--- config.mk ---
export PLATFORM = sky130hd
export DESIGN_NAME = am2940_dma_gen
export DESIGN_NICKNAME = d
export VERILOG_FILES = /design/src/rtl/am2940_dma_gen.sv
export SDC_FILE = /design/constraint.sdc
export NUM_CORES = 1
export LEC_CHECK = 0
export ABC_AREA = 1
export ABC_CLOCK_PERIOD_IN_PS = 8300
export CAP_MARGIN = 20
export CELL_PAD_IN_SITES_DETAIL_PLACEMENT = 0
export CELL_PAD_IN_SITES_GLOBAL_PLACEMENT = 1
export CORE_MARGIN = 2
export CORE_UTILIZATION = 42
export CTS_BUF_LIST = sky130_fd_sc_hd__clkbuf_2
export CTS_CLUSTER_DIAMETER = 200
export CTS_CLUSTER_SIZE = 28
export DETAILED_ROUTE_END_ITERATION = 7
export PLACE_DENSITY = 0.76
export SETUP_SLACK_MARGIN = 0.15
export SLEW_MARGIN = 20
export SYNTH_ARGS = -nofsm -noshare
export SYNTH_HDL_FRONTEND = slang
export SYNTH_SLANG_ARGS = --single-unit
--- constraint.sdc ---
create_clock -name clk -period 8.3 [get_ports clk]
set_input_delay 1.66 -clock clk [delete_from_list [all_inputs] [get_ports clk]]
set_output_delay 1.66 -clock clk [all_outputs]
set_load 0.05 [all_outputs]
--- src/rtl/am2940_dma_gen.sv ---
// rtl/am2940_dma_gen.sv - multi-channel Am2940-style DMA address generator
// Optional per-channel address stride enabled by defining AM2940_STRIDE_EN.
module am2940_dma_gen #(
    parameter int DATA_W = 8,
    parameter int N_CH   = 2,
    parameter int CH_W   = 1
) (
    input  logic              clk,
    input  logic              reset_n,
    input  logic [2:0]        instr,
    input  logic [CH_W-1:0]   ch_sel,
    input  logic              count_en,
    input  logic [DATA_W-1:0] data_in,
    output logic [DATA_W-1:0] data_out,
    output logic [DATA_W-1:0] addr,
    output logic [N_CH-1:0]   done,
    output logic              aco
);

`ifdef AM2940_STRIDE_EN
    localparam int CR_W = 6;
`else
    localparam int CR_W = 3;
`endif

    localparam logic [CH_W:0] N_CH_L = (CH_W+1)'(N_CH);

    localparam logic [2:0] I_WRCR   = 3'd0;
    localparam logic [2:0] I_RDCR   = 3'd1;
    localparam logic [2:0] I_RDWC   = 3'd2;
    localparam logic [2:0] I_RDAC   = 3'd3;
    localparam logic [2:0] I_REINIT = 3'd4;
    localparam logic [2:0] I_LDAR   = 3'd5;
    localparam logic [2:0] I_LDWC   = 3'd6;
    localparam logic [2:0] I_ENCT   = 3'd7;

    logic [DATA_W-1:0] ar_r  [N_CH];
    logic [DATA_W-1:0] ac_r  [N_CH];
    logic [DATA_W-1:0] wcr_r [N_CH];
    logic [DATA_W-1:0] wc_r  [N_CH];
    logic [CR_W-1:0]   cr_r  [N_CH];
    logic [N_CH-1:0]   done_r;
    logic              aco_r;

    logic              sel_valid;
    logic [DATA_W-1:0] cur_ar, cur_ac, cur_wcr, cur_wc;
    logic [CR_W-1:0]   cur_cr;
    logic              cur_done;
    logic [1:0]        mode;
    logic              dir_dec;
    logic [DATA_W-1:0] step;
    logic [DATA_W:0]   inc_v, dec_v;

    logic [DATA_W-1:0] nxt_ar, nxt_ac, nxt_wcr, nxt_wc;
    logic [CR_W-1:0]   nxt_cr;
    logic              nxt_done;
    logic              nxt_aco;

    always_comb begin
        sel_valid = ({1'b0, ch_sel} < N_CH_L);
        cur_ar    = ar_r[ch_sel];
        cur_ac    = ac_r[ch_sel];
        cur_wcr   = wcr_r[ch_sel];
        cur_wc    = wc_r[ch_sel];
        cur_cr    = cr_r[ch_sel];
        cur_done  = done_r[ch_sel];
        mode      = cur_cr[1:0];
        dir_dec   = cur_cr[2];
`ifdef AM2940_STRIDE_EN
        step      = DATA_W'(1) << cur_cr[5:3];
`else
        step      = DATA_W'(1);
`endif
        // The extra top bit of each sum is the carry/borrow that drives aco.
        inc_v     = {1'b0, cur_ac} + {1'b0, step};
        dec_v     = {1'b0, cur_ac} - {1'b0, step};
    end

    always_comb begin
        nxt_ar   = cur_ar;
        nxt_ac   = cur_ac;
        nxt_wcr  = cur_wcr;
        nxt_wc   = cur_wc;
        nxt_cr   = cur_cr;
        nxt_done = cur_done;
        nxt_aco  = 1'b0;
        case (instr)
            I_WRCR: begin
                nxt_cr   = data_in[CR_W-1:0];
                nxt_done = 1'b0;
            end
            I_REINIT: begin
                nxt_ac   = cur_ar;
                nxt_wc   = (mode == 2'd1) ? '0 : cur_wcr;
                nxt_done = 1'b0;
            end
            I_LDAR: begin
                nxt_ar   = data_in;
                nxt_ac   = data_in;
                nxt_done = 1'b0;
            end
            I_LDWC: begin
                nxt_wcr  = data_in;
                nxt_wc   = (mode == 2'd1) ? '0 : data_in;
                nxt_done = 1'b0;
            end
            I_ENCT: begin
                if (count_en && !cur_done) begin
                    nxt_ac  = dir_dec ? dec_v[DATA_W-1:0] : inc_v[DATA_W-1:0];
                    nxt_aco = dir_dec ? dec_v[DATA_W] : inc_v[DATA_W];
                    case (mode)
                        2'd0: nxt_wc = cur_wc - 1'b1;
                        2'd1: nxt_wc = cur_wc + 1'b1;
                        2'd2: nxt_wc = cur_wc;
                        default: nxt_wc = cur_wc + 1'b1;
                    endcase
                    // Terminal test looks at the post-step values.
                    case (mode)
                        2'd0: nxt_done = (nxt_wc == '0);
                        2'd1: nxt_done = (nxt_wc == cur_wcr);
                        2'd2: nxt_done = (nxt_ac == cur_wcr);
                        default: nxt_done = (nxt_wc == '0);
                    endcase
                end
            end
            default: ;
        endcase
    end

    always_comb begin
        data_out = '0;
        if (sel_valid) begin
            case (instr)
                I_RDCR: data_out = DATA_W'(cur_cr);
                I_RDWC: data_out = cur_wc;
                I_RDAC: data_out = cur_ac;
                default: data_out = '0;
            endcase
        end
        addr = sel_valid ? cur_ac : '0;
    end

    always_ff @(posedge clk or negedge reset_n) begin
        if (!reset_n) begin
            for (int i = 0; i < N_CH; i++) begin
                ar_r[i]  <= '0;
                ac_r[i]  <= '0;
                wcr_r[i] <= '0;
                wc_r[i]  <= '0;
                cr_r[i]  <= '0;
            end
            done_r <= '0;
            aco_r  <= 1'b0;
        end else begin
            aco_r <= sel_valid & nxt_aco;
            for (int i = 0; i < N_CH; i++) begin
                if (sel_valid && ch_sel == CH_W'(i)) begin
                    ar_r[i]   <= nxt_ar;
                    ac_r[i]   <= nxt_ac;
                    wcr_r[i]  <= nxt_wcr;
                    wc_r[i]   <= nxt_wc;
                    cr_r[i]   <= nxt_cr;
                    done_r[i] <= nxt_done;
                end
            end
        end
    end

    assign done = done_r;
    assign aco  = aco_r;

endmodule
# After elaboration in Yosys (flattened, before gate mapping)
# Cells that the tools add are included.
dict set report word_totals {
  register_bits 73
  latchBits 0
  ramBits 0
  mem_bits_ro 0
  n_memories 0
}
dict set report classes {
  add_sub_neg 4
  mul 0
  div 0
  order_cmp 2
  n_eq_ne 11
  shift 0
  muxes 37
  n_bitwise 1
  reduce_logical 6
}
# cell n
set ops {}
lappend ops {{$mux 8} 21}
lappend ops {{$pmux 8 s3} 3}
lappend ops {{$eq 8x8->1} 2}
lappend ops {{$pmux 8 s2} 1}
lappend ops {{$eq 3x3->1 const B} 4}
lappend ops {{$mux 3} 4}
lappend ops {{$add 8x1->9 const B} 1}
lappend ops {{$sub 8x1->9 const B} 1}
lappend ops {{$add 8x1->8 const B} 1}
lappend ops {{$logic_not 8->1} 1}
lappend ops {{$sub 8x1->8 const B} 1}
lappend ops {{$eq 3x2->1 const B} 2}
lappend ops {{$mux 1} 6}
lappend ops {{$pmux 1 s2} 2}
lappend ops {{$reduce_or 4->1} 1}
lappend ops {{$eq 3x1->1 const B} 1}
lappend ops {{$logic_not 3->1} 1}
lappend ops {{$eq 2x1->1 const B} 1}
lappend ops {{$eq 2x2->1 const B} 1}
lappend ops {{$ge 2x2->1 const B} 1}
lappend ops {{$logic_not 2->1} 1}
lappend ops {{$lt 1x2->1 const B} 1}
lappend ops {{$not 1->2} 1}
lappend ops {{$logic_and 1x1->1} 1}
lappend ops {{$logic_not 1->1} 1}

# Logic depth before layout (Yosys ltp)
dict set report logic_depth {
  depth_word 12
  depth_mapped 31
  mapped_depth_nobuf 27
}

# Worst setup path after synthesis
# No wires, ideal clock.
dict set report synth_timing {
  kind {input port to output port}
  startpoint {in ch_sel}
  endpoint {out data_out[7]}
  arrival_ns 3.813
  slack_ns 2.827
  stages 5
  n_path_buf 2
  cell_sequence {buf_6 -> buf_8 -> o21ai_1 -> inv_1 -> o22ai_1}
}
dict set report synth_via {
  elab_chain_len 5
}
# item line
set synth_lines {}
lappend synth_lines {{start, declared} 11} ;# input logic [CH_W-1:0] ch_sel,
lappend synth_lines {{$not 1->2 (not written as such)} 62} ;# cur_ac = ac_r[ch_sel];
lappend synth_lines {{$mux 8 (not written as such) (3 in a row)} 62}
lappend synth_lines {{via addr[7]} 15} ;# output logic [DATA_W-1:0] addr,
lappend synth_lines {{$pmux 8 s3} 133} ;# case (instr)
lappend synth_lines {{end, declared} 14} ;# output logic [DATA_W-1:0] data_out,
# The timed path passes the listed nets, and every way through them passes these cells. The select of a mux whose other input is x is not followed.

# Worst setup path in the final report
dict set report layout_timing {
  startpoint {in ch_sel}
  endpoint {out data_out[2]}
}
dict set report layout_via {
  elab_chain_len 5
}
# item line
set layout_lines {}
lappend layout_lines {{$not 1->2 (not written as such) *} {62, 64, 65}}
lappend layout_lines {{$mux 8 (not written as such) (tied with other cells) (3 in a row)} 62}
lappend layout_lines {{$pmux 8 s3 *} 133}
# Mark *: on every way between the ends. The rest lies on a longest branch, timed or not. The select of a mux whose other input is x is not followed.

==> run_results.csv <==
group,metric,value,unit
run_status,status,"finished clean",
cts,numCtsBuffers,9,
detailed_routing,drc_errors,0,
floorplanning,start_util,42.5,%
timing,fin_crit_sh,71.4,%
finish,diodes,0,
global_routing,grt_use_total,23.5,%
floorplanning,io_pins,34,
finish,area_delta_synth_final,7.31,%
global_routing,grt_antenna_before_repair,0,
detailed_routing,route.vias.total,5044,
logic_synthesis,synthTopCellsByCount,"nand2_1 (295), o21ai_0 (96), inv_1 (91), dfrtp_1 (73), nand3_1 (47)",
cts,path_clk_slew,0.20,ns
logic_synthesis,async_flop_share,100,%
cts,cts_resized,0,
detailed_routing,dr.pass1.iters,6,
pwr,power_density,188,nW/um^2
cts,h-tree-depth,3,
timing,slew_violations,0,
cts,clock_latency,0.59,ns
logic_synthesis,yosysMostFrequentCell,"nand2_1",
setup_path,cp.arrival,4.27,ns
cts,hold_buffers,0,
timing,fmax,169,MHz
floorplanning,fp.dieW,116,um
pwr,p_leak,2.82,nW
setup_path,cp.required,6.64,ns
placement,numPortBuffers,33,
timing,slew_headroom,36.5,%
detailed_routing,wl,15100,um
logic_synthesis,synth_nets,811,
floorplanning,num_rows,41,
logic_synthesis,synth_area,5300,um^2
cts,cts_tree,"done",
run,timing.max_cap.violations,0,
timing,finalCriticalPeriod,5.93,ns
finish,drive_above_1_share,6.82,%
pwr,total_power,0.00107,W
global_routing,overflow,0,
global_routing,grt_pass1_vias,4676,
floorplanning,die-area,13500,um^2
cts,cts_root_buf,"clkbuf_2",
timing,skew,0.0326,ns
global_routing,grt_pass1_wl,24200,um
logic_synthesis,synth_top_area_share,34.5,%
floorplanning,die_h,116,um
timing,hold_viol,0,
setup_path,critical_path.endpoint_type,"output pin",
logic_synthesis,yosys_warnings,0,
floorplanning,core_area,12500,um^2
logic_synthesis,syn_inst,786,
timing,rsz0062_at_grt,"false",
pwr,ir_worst_vdd,76.4,uV
min_path,hold_class,"flip-flop to flip-flop",
cts,clockBufferDepth,2,
setup_path,critPathLaunchType,"input port",
finish,finalNetCount,826,
logic_synthesis,synth_top_cell_by_area,"dfrtp_1",
timing,worst_slew_pin_slew,0.953,ns
detailed_routing,drt_iter0_drc,334,
global_routing,grt_start_max_net_pins,76,
logic_synthesis,synth_edf_count,0,
logic_synthesis,synth_area_leaders,"dfrtp_1 (34%), nand2_1 (21%), o21ai_0 (9.1%)",
logic_synthesis,ys_seq_elements,73,
cts,clock_sinks,73,
logic_synthesis,synth_ff_type,"dfrtp_1",
detailed_routing,antenna_left,0,
setup_path,crit_path_max_fanout,41,
detailed_routing,wl_per_cell,15.5,um
logic_synthesis,synth.distinct_cells,39,
placement,place_congestion,0.922,
logic_synthesis,ys_seq_area_share,34.5,%
cts,post_cts_buffers,0,
logic_synthesis,avgSynthCellArea,6.75,um^2
setup_path,crit_type,"input port to output pin",
timing,setup_tns,0,ns
timing,setup_viol,0,
detailed_routing,viasPerCell,5.16,
placement,post-dp-hpwl,11400,um
-- path summary, 6_finish.rpt --
| check | slack, ns | depth (start not counted) | from | endpoint |
|---|---|---|---|---|
| max in group asynchronous | 6.47 | 1 | reset_n | wc_r[4] |
| max reg2reg | 4.71 | 19 | cr_r[1] | done[0] |
| min reg2reg | 0.50 | 2 | ar_r[15] | ar_r[15] |
| max | 2.37 | 8 | ch_sel | data_out[2] |
| min in group asynchronous | 1.17 | 1 | reset_n | ac_r[6] |
| min | 0.50 | 2 | ar_r[15] | ar_r[15] |
-- cell type report --
class	count	area [um^2]
Multi-Input combinational cell	587	2860
Inverter	93	349
Fill cell	1303	6780
Clock buffer	9	45.0
Sequential cell	73	1830
Clock inverter	7	37.5
Tap cell	172	215
Timing Repair Buffer	37	355
-- layout by cell type (no fill, tap or decap), types with 3 or more instances in the layout --
cell | synthesis | layout
a21oi_1 | 14 | 14
buf_4 | 0 | 6
clkbuf_2 | 0 | 9
clkdlybuf4s50_1 | 0 | 31
clkinv_1 | 1 | 4
dfrtp_1 | 73 | 73
ha_1 | 10 | 10
inv_1 | 91 | 90
nand2_1 | 295 | 295
nand2_2 | 11 | 11
nand2_4 | 5 | 5
nand3_1 | 47 | 47
nand3_2 | 3 | 3
nor2_1 | 32 | 32
nor2_2 | 3 | 3
nor3_1 | 3 | 3
o2111ai_1 | 4 | 4
o211ai_1 | 3 | 3
o21a_1 | 5 | 5
o21ai_0 | 96 | 96
o21ai_1 | 13 | 13
o21ai_2 | 4 | 4
o21ai_4 | 3 | 3
o21bai_1 | 3 | 3
o221ai_1 | 13 | 13
o22ai_1 | 4 | 4
or2_2 | 4 | 4
-- metal layers --
metal  share of wire (%)  track usage (%)  wire length, um  vias up
li1                    -                -                -     2562
met3                 5.3             4.20              796       18
met2                  43             35.9             6540      126
met4                 1.4             7.14              215        0
met5                   0                0                0        -
met1                  50             34.0             7580     2338
-- flip-flops by register name (all words and copies together), names as in the netlist --
name,count
wc_r,16
wcr_r,16
aco,1
cr_r,6
done,2
ar_r,16
ac_r,16
-- report_power, final --
part	switching [W]	internal, W	leakage [nW]	total (W)
clock network	0.000139	0.0000359	0.0542	0.000175
registers	0.0000265	0.000410	0.918	0.000436
logic	0.000317	0.000143	1.85	0.000459
-- critical path: stages --
cell and delay (ns):
buf_4 0.24, inv_2 0.55, buf_4 0.48, nand2_1 0.17, nand2_4 0.11, nand2_1 0.06, o221ai_1 0.10, clkdlybuf4s50_1 0.85
-- stage by stage --
stage	util (%)	hold WS, ns	std cells	worst slack (ns)	instance area (um^2)
6_report	45.6	0.503	978	2.37	5690
3_3_place_gp	45.0	0.456	962	2.42	5610
4_1_cts	45.6	0.506	978	2.39	5690
5_1_grt	45.6	0.529	978	2.20	5690
3_5_place_dp	45.0	0.460	962	2.39	5610
2_1_floorplan	-	0.444	786	2.83	5300
-- cell families after synthesis --
kind of cell	synth area share [%]
and+or+nand+nor	32.4
AOI/OAI and AO/OA	18.7
buffers and inverters	11.6
DFF	34.5
adders and majority gates	2.36
xor gates and xnor gates	0.330
muxes	0.189
No activity file was read; power rests on OpenSTA's default activity.
==> edit 1 (same settings) <==
`DATA_W`: 8 -> 9.
--- a/src/rtl/am2940_dma_gen.sv
+++ b/src/rtl/am2940_dma_gen.sv
@@ -1,7 +1,7 @@
 // rtl/am2940_dma_gen.sv - multi-channel Am2940-style DMA address generator
 // Optional per-channel address stride enabled by defining AM2940_STRIDE_EN.
 module am2940_dma_gen #(
-    parameter int DATA_W = 8,
+    parameter int DATA_W = 9,
     parameter int N_CH   = 2,
     parameter int CH_W   = 1
 ) (
Interface: changed (resized addr, data_in and data_out); port bits go from 34 to 37. The function was not compared with the original's and may differ.
==> edit 1 against the unedited design <==
  * Routed wire length up 16%
  * Largest cell class unchanged
  * Sequential cell count up 8
  * Synthesized area up 11%
  * First-iteration DRC count up 13%
  * Synthesized cell count up 14%
  * Count of clock-buffer cells in the layout up 1
  * Cell area up 12%
  * Clock power up 32%
  * Power up 16%
  * Highest routed layer unchanged
  * Worst setup slack worse by 0.33 ns
  * Sequential power up 11%
==> edit 1: results (changes against the unedited design) <==
qor: outcome.status finished, final reports clean [unchanged]
qor: critical_path.critPathMaxStageDelay 0.87 ns [was 0.85 ns]
qor: critical_path.critPathMaxFanout 84 [was 41]
qor: clock_network.clock_sink_count 81 [was 73]
qor: drt.avgRoutedWirePerCell 16.1 µm [was 15.5 µm]
qor: finish.area_share_clock_buf_inv 1.81% [was 1.45%]
qor: placement.portBuffers 36 [was 33]
qor: placement.globalplace.congestion 0.924 [was 0.922]
qor: drt.detail_route.wirelength.met1 8.57 mm [was 7.58 mm]
qor: timing.finalCritPeriodShare 75.4% [was 71.4%]
qor: power.power_switching_share 44.6% [was 45.1%]
qor: finish.layout-drive-gt1-share 6.70% [was 6.82%]
qor: placement.number_of_placed_cells_counting_well_taps 1,074 [was 962]
qor: finish.nonClkBufAreaFrac 5.87% [was 6.24%]
qor: worst_hold_path.hold_path.startpoint wcr_r[11]$_DFFE_PN0N_ [was ar_r[15]$_DFFE_PN0N_]
qor: placement.preCtsSetupSlack 2.05 ns [was 2.39 ns]
qor: timing.worst_clock_skew 0.0361 ns [was 0.0326 ns]
qor: global_route.grt_pass1_vias 5,195 [was 4,676]
qor: global_route.grt_first_pass_wirelength 27.8 mm [was 24.2 mm]
qor: timing.worst_hold_slack_after_final_layout 0.508 ns [was 0.503 ns]
qor: drt.drt-initial-drc-count 378 [was 334]
qor: finish.filler_cell_count 1,488 [was 1,303]
qor: power.vdd_ir_drop_max 0.0650 mV [was 0.0764 mV]
qor: finish.nNonClkInverters 94 [was 93]
qor: logic_synthesis.post_synthesis_cells 895 [was 786]
qor: critical_path.cell_count_of_the_worst_reg_to_reg_path 21 [was 19]
qor: power.static_leakage 3.22 nW [was 2.82 nW]
qor: finish.clock_buffer_count 10 [was 9]
qor: critical_path.arrival 4.60 ns [was 4.27 ns]
[edit 1: stage by stage]
step	power, W	util, %
3_5_place_dp	0.00101	45.4
2_1_floorplan	0.000867	-
3_3_place_gp	0.00100	45.4
5_1_grt	0.00133	46.3
4_1_cts	0.00124	46.2
6_report	0.00124	46.3
[edit 1: power by group through the flow]
stage	Sequential [W]	Combinational [W]	Clock (W)
global placement	0.000491	0.000513	0
CTS	0.000486	0.000520	0.000239
finish	0.000486	0.000521	0.000231
floorplan	0.000488	0.000379	0
detailed placement	0.000493	0.000518	0
global route	0.000494	0.000585	0.000253
[edit 1: logic make-up after synthesis]
family / count (synthesis) / share of synthesized area, %
and+or+nand+nor: 483 / 34.5
AOI/OAI and AO/OA: 189 / 19.3
buffers and inverters: 133 / 9.95
DFF: 81 / 34.5
adders and majority gates: 8 / 1.70
xor gates and xnor gates: 1 / 0.149
==> edit 2 (same flow settings) <==
Made on the original files. Register the inputs `instr`, `ch_sel`, `count_en` and `data_in` before use, without a reset. The logic sees them one clock later.
--- a/src/rtl/am2940_dma_gen.sv
+++ b/src/rtl/am2940_dma_gen.sv
@@ -34,6 +34,18 @@
     localparam logic [2:0] I_LDWC   = 3'd6;
     localparam logic [2:0] I_ENCT   = 3'd7;
 
+    logic [2:0] instr_q;
+    logic [CH_W-1:0] ch_sel_q;
+    logic count_en_q;
+    logic [DATA_W-1:0] data_q;
+
+    always_ff @(posedge clk) begin
+        instr_q    <= instr;
+        ch_sel_q   <= ch_sel;
+        count_en_q <= count_en;
+        data_q     <= data_in;
+    end
+
     logic [DATA_W-1:0] ar_r  [N_CH];
     logic [DATA_W-1:0] ac_r  [N_CH];
     logic [DATA_W-1:0] wcr_r [N_CH];
@@ -57,13 +69,13 @@
     logic              nxt_aco;
 
     always_comb begin
-        sel_valid = ({1'b0, ch_sel} < N_CH_L);
-        cur_ar    = ar_r[ch_sel];
-        cur_ac    = ac_r[ch_sel];
-        cur_wcr   = wcr_r[ch_sel];
-        cur_wc    = wc_r[ch_sel];
-        cur_cr    = cr_r[ch_sel];
-        cur_done  = done_r[ch_sel];
+        sel_valid = ({1'b0, ch_sel_q} < N_CH_L);
+        cur_ar    = ar_r[ch_sel_q];
+        cur_ac    = ac_r[ch_sel_q];
+        cur_wcr   = wcr_r[ch_sel_q];
+        cur_wc    = wc_r[ch_sel_q];
+        cur_cr    = cr_r[ch_sel_q];
+        cur_done  = done_r[ch_sel_q];
         mode      = cur_cr[1:0];
         dir_dec   = cur_cr[2];
 `ifdef AM2940_STRIDE_EN
@@ -84,9 +96,9 @@
         nxt_cr   = cur_cr;
         nxt_done = cur_done;
         nxt_aco  = 1'b0;
-        case (instr)
+        case (instr_q)
             I_WRCR: begin
-                nxt_cr   = data_in[CR_W-1:0];
+                nxt_cr   = data_q[CR_W-1:0];
                 nxt_done = 1'b0;
             end
             I_REINIT: begin
@@ -95,17 +107,17 @@
                 nxt_done = 1'b0;
             end
             I_LDAR: begin
-                nxt_ar   = data_in;
-                nxt_ac   = data_in;
+                nxt_ar   = data_q;
+                nxt_ac   = data_q;
                 nxt_done = 1'b0;
             end
             I_LDWC: begin
-                nxt_wcr  = data_in;
-                nxt_wc   = (mode == 2'd1) ? '0 : data_in;
+                nxt_wcr  = data_q;
+                nxt_wc   = (mode == 2'd1) ? '0 : data_q;
                 nxt_done = 1'b0;
             end
             I_ENCT: begin
-                if (count_en && !cur_done) begin
+                if (count_en_q && !cur_done) begin
                     nxt_ac  = dir_dec ? dec_v[DATA_W-1:0] : inc_v[DATA_W-1:0];
                     nxt_aco = dir_dec ? dec_v[DATA_W] : inc_v[DATA_W];
                     case (mode)
@@ -130,7 +142,7 @@
     always_comb begin
         data_out = '0;
         if (sel_valid) begin
-            case (instr)
+            case (instr_q)
                 I_RDCR: data_out = DATA_W'(cur_cr);
                 I_RDWC: data_out = cur_wc;
                 I_RDAC: data_out = cur_ac;
@@ -154,7 +166,7 @@
         end else begin
             aco_r <= sel_valid & nxt_aco;
             for (int i = 0; i < N_CH; i++) begin
-                if (sel_valid && ch_sel == CH_W'(i)) begin
+                if (sel_valid && ch_sel_q == CH_W'(i)) begin
                     ar_r[i]   <= nxt_ar;
                     ac_r[i]   <= nxt_ac;
                     wcr_r[i]  <= nxt_wcr;
Formal check against the unedited RTL: not equivalent (a bounded check fails within 4 cycles, from zero or initial values and one cycle with reset_n low).
==> edit 2 against the unedited design <==
  * Cell area grew 4.4%
  * Fmax rose by 7.0%
  * Routed wire length is 1.4% lower
  * Power is 8.0% higher
  * Utilization grew 1.2 points
  * Sequential cell count rose by 13
  * Cell count up 0.31%
  * Worst setup slack gained 0.39 ns
  * Synthesized area is 3.5% higher
  * Clock power grew 13%
  * Largest power group is now registers
==> edit 2: results (changes against the unedited design) <==
qor: logic_synthesis.synthArstFlopShare 84.9% [was 100%]
qor: worst_hold_path.hold_path.startpoint wcr_r[9]$_DFFE_PN0N_ [was ar_r[15]$_DFFE_PN0N_]
qor: finish.finalNetCount 829 [was 826]
qor: critical_path.worstReg2RegStart ch_sel_q$_DFF_P_ [was cr_r[1]$_DFFE_PN0P_]
qor: timing.tightestPinTransition 1.04 ns [was 0.953 ns]
qor: global_route.grt_pass1_vias 4,656 [was 4,676]
qor: critical_path.setup.worst_path.class reg2out [was in2out]
qor: drt.drt-initial-drc-count 391 [was 334]
qor: critical_path.arrival 3.88 ns [was 4.27 ns]
qor: logic_synthesis.netlist_top_cells_area dfrtp_1 (33%), nand2_1 (19%), o21ai_0 (8.2%) [was dfrtp_1 (34%), nand2_1 (21%), o21ai_0 (9.1%)]
qor: clock_network.cts.reportedPaths.clkPinSlew 0.25 ns [was 0.20 ns]
qor: timing.worst_hold_slack_after_final_layout 0.510 ns [was 0.503 ns]
qor: drt.avgRoutedWirePerCell 15.2 µm [was 15.5 µm]
qor: global_route.grt_first_pass_wirelength 24.2 mm [about the same]
qor: critical_path.r2r-end done[1]$_DFFE_PN0P_ [was done[0]$_DFFE_PN0N_]
qor: timing.fin_ws 2.76 ns [was 2.37 ns]
qor: drt.drt-total-wl 14.9 mm [was 15.1 mm]
qor: placement.number_of_placed_cells_counting_well_taps 965 [was 962]
qor: logic_synthesis.sequential_share_of_the_synthesized_area 38.0% [was 34.5%]
qor: critical_path.rrSetupSlack 3.72 ns [was 4.71 ns]
qor: clock_network.worstSkewPairLatency 0.61 ns [was 0.59 ns]
qor: worst_hold_path.holdPathStages 2 [unchanged]
qor: logic_synthesis.yosysUniqueCellTypes 47 [was 39]
qor: logic_synthesis.synth_area_per_cell 6.95 µm² [was 6.75 µm²]
qor: power.power_switching_share 42.6% [was 45.1%]
qor: power.static_leakage 2.93 nW [was 2.82 nW]
qor: critical_path.cell_count_of_the_worst_reg_to_reg_path 20 [was 19]
qor: critical_path.critPathMaxFanout 88 [was 41]
qor: placement.globalplace.congestion 0.876 [was 0.922]
qor: placement.post-dp-hpwl 10.9 mm [was 11.4 mm]
qor: drt.via_per_inst 5.15 [was 5.16]
qor: outcome.status finished, final reports clean [unchanged]
qor: global_route.largest_net_degree_at_the_start_of_global_routing 89 [was 76]
qor: global_route.grtUsageTotal 22.0% [was 23.5%]
qor: logic_synthesis.top_cells_by_instance_count_after_synthesis nand2_1 (283), o21ai_0 (90), inv_1 (78) [was nand2_1 (295), o21ai_0 (96), inv_1 (91)]
qor: critical_path.setup.worst_path.end data_out[0] [was data_out[2]]
qor: worst_hold_path.worst_hold_path.endpoint wcr_r[9]$_DFFE_PN0N_ [was ar_r[15]$_DFFE_PN0N_]
qor: finish.layout-drive-gt1-share 8.90% [was 6.82%]
qor: drt.drt_pass_1_iters 5 [was 6]
qor: logic_synthesis.synth_net_count 815 [was 811]
qor: timing.worst_clock_skew 0.0209 ns [was 0.0326 ns]
edit 2: changes by cell type in the layout (fill, tap and decap cells not counted), sizes merged, moves of 4 or more:
cell / change
dfxtp: +13
nor2: +8
inv: -7
o21ai: -7
buf: -4
edit 2: logic make-up after synthesis:
group,count (synthesis),share of synthesized area [%]
xor gates and xnor gates,2,0.319
AOI/OAI and AO/OA,157,17.1
DFF,86,38.0
buffers and inverters,116,9.43
muxes,1,0.182
adders and majority gates,10,2.28
and+or+nand+nor,418,32.7
edit 2: final cells by class:
class / instances / area [µm²]
inverters: 85 / 324
repair buffers: 34 / 335
flip-flops and latches: 86 / 2090
fillers: 1358 / 6730
well taps: 172 / 215
multi-input cells: 588 / 2890
clock inverters: 5 / 35.0
clock buffers: 11 / 55.1
edit 2: power by group through the flow:
stage	combinational (W)	clock (W)	sequential, W
5_1_grt	0.000507	0.000224	0.000520
4_1_cts	0.000448	0.000207	0.000512
2_1_floorplan	0.000337	0	0.000510
6_report	0.000447	0.000197	0.000512
3_3_place_gp	0.000440	0	0.000518
3_5_place_dp	0.000447	0	0.000520
edit 2: routing by layer:
layer | track usage, % | part of all wire [%] | routed length [µm] | vias to the layer above
met3 | 3.23 | 4.1 | 619 | 16
met5 | 0 | 0 | 0 | -
met2 | 33.6 | 45 | 6690 | 121
li1 | - | - | - | 2573
met1 | 31.7 | 49 | 7380 | 2344
met4 | 7.68 | 1.6 | 233 | 0
edit 2: worst max-delay path: stages (launching register included):
cell and delay [ns]:
dfxtp_4 0.87, buf_4 0.73, o21ai_0 0.41, inv_1 0.17, nand2_1 0.06, o221ai_1 0.11, clkdlybuf4s50_1 0.87
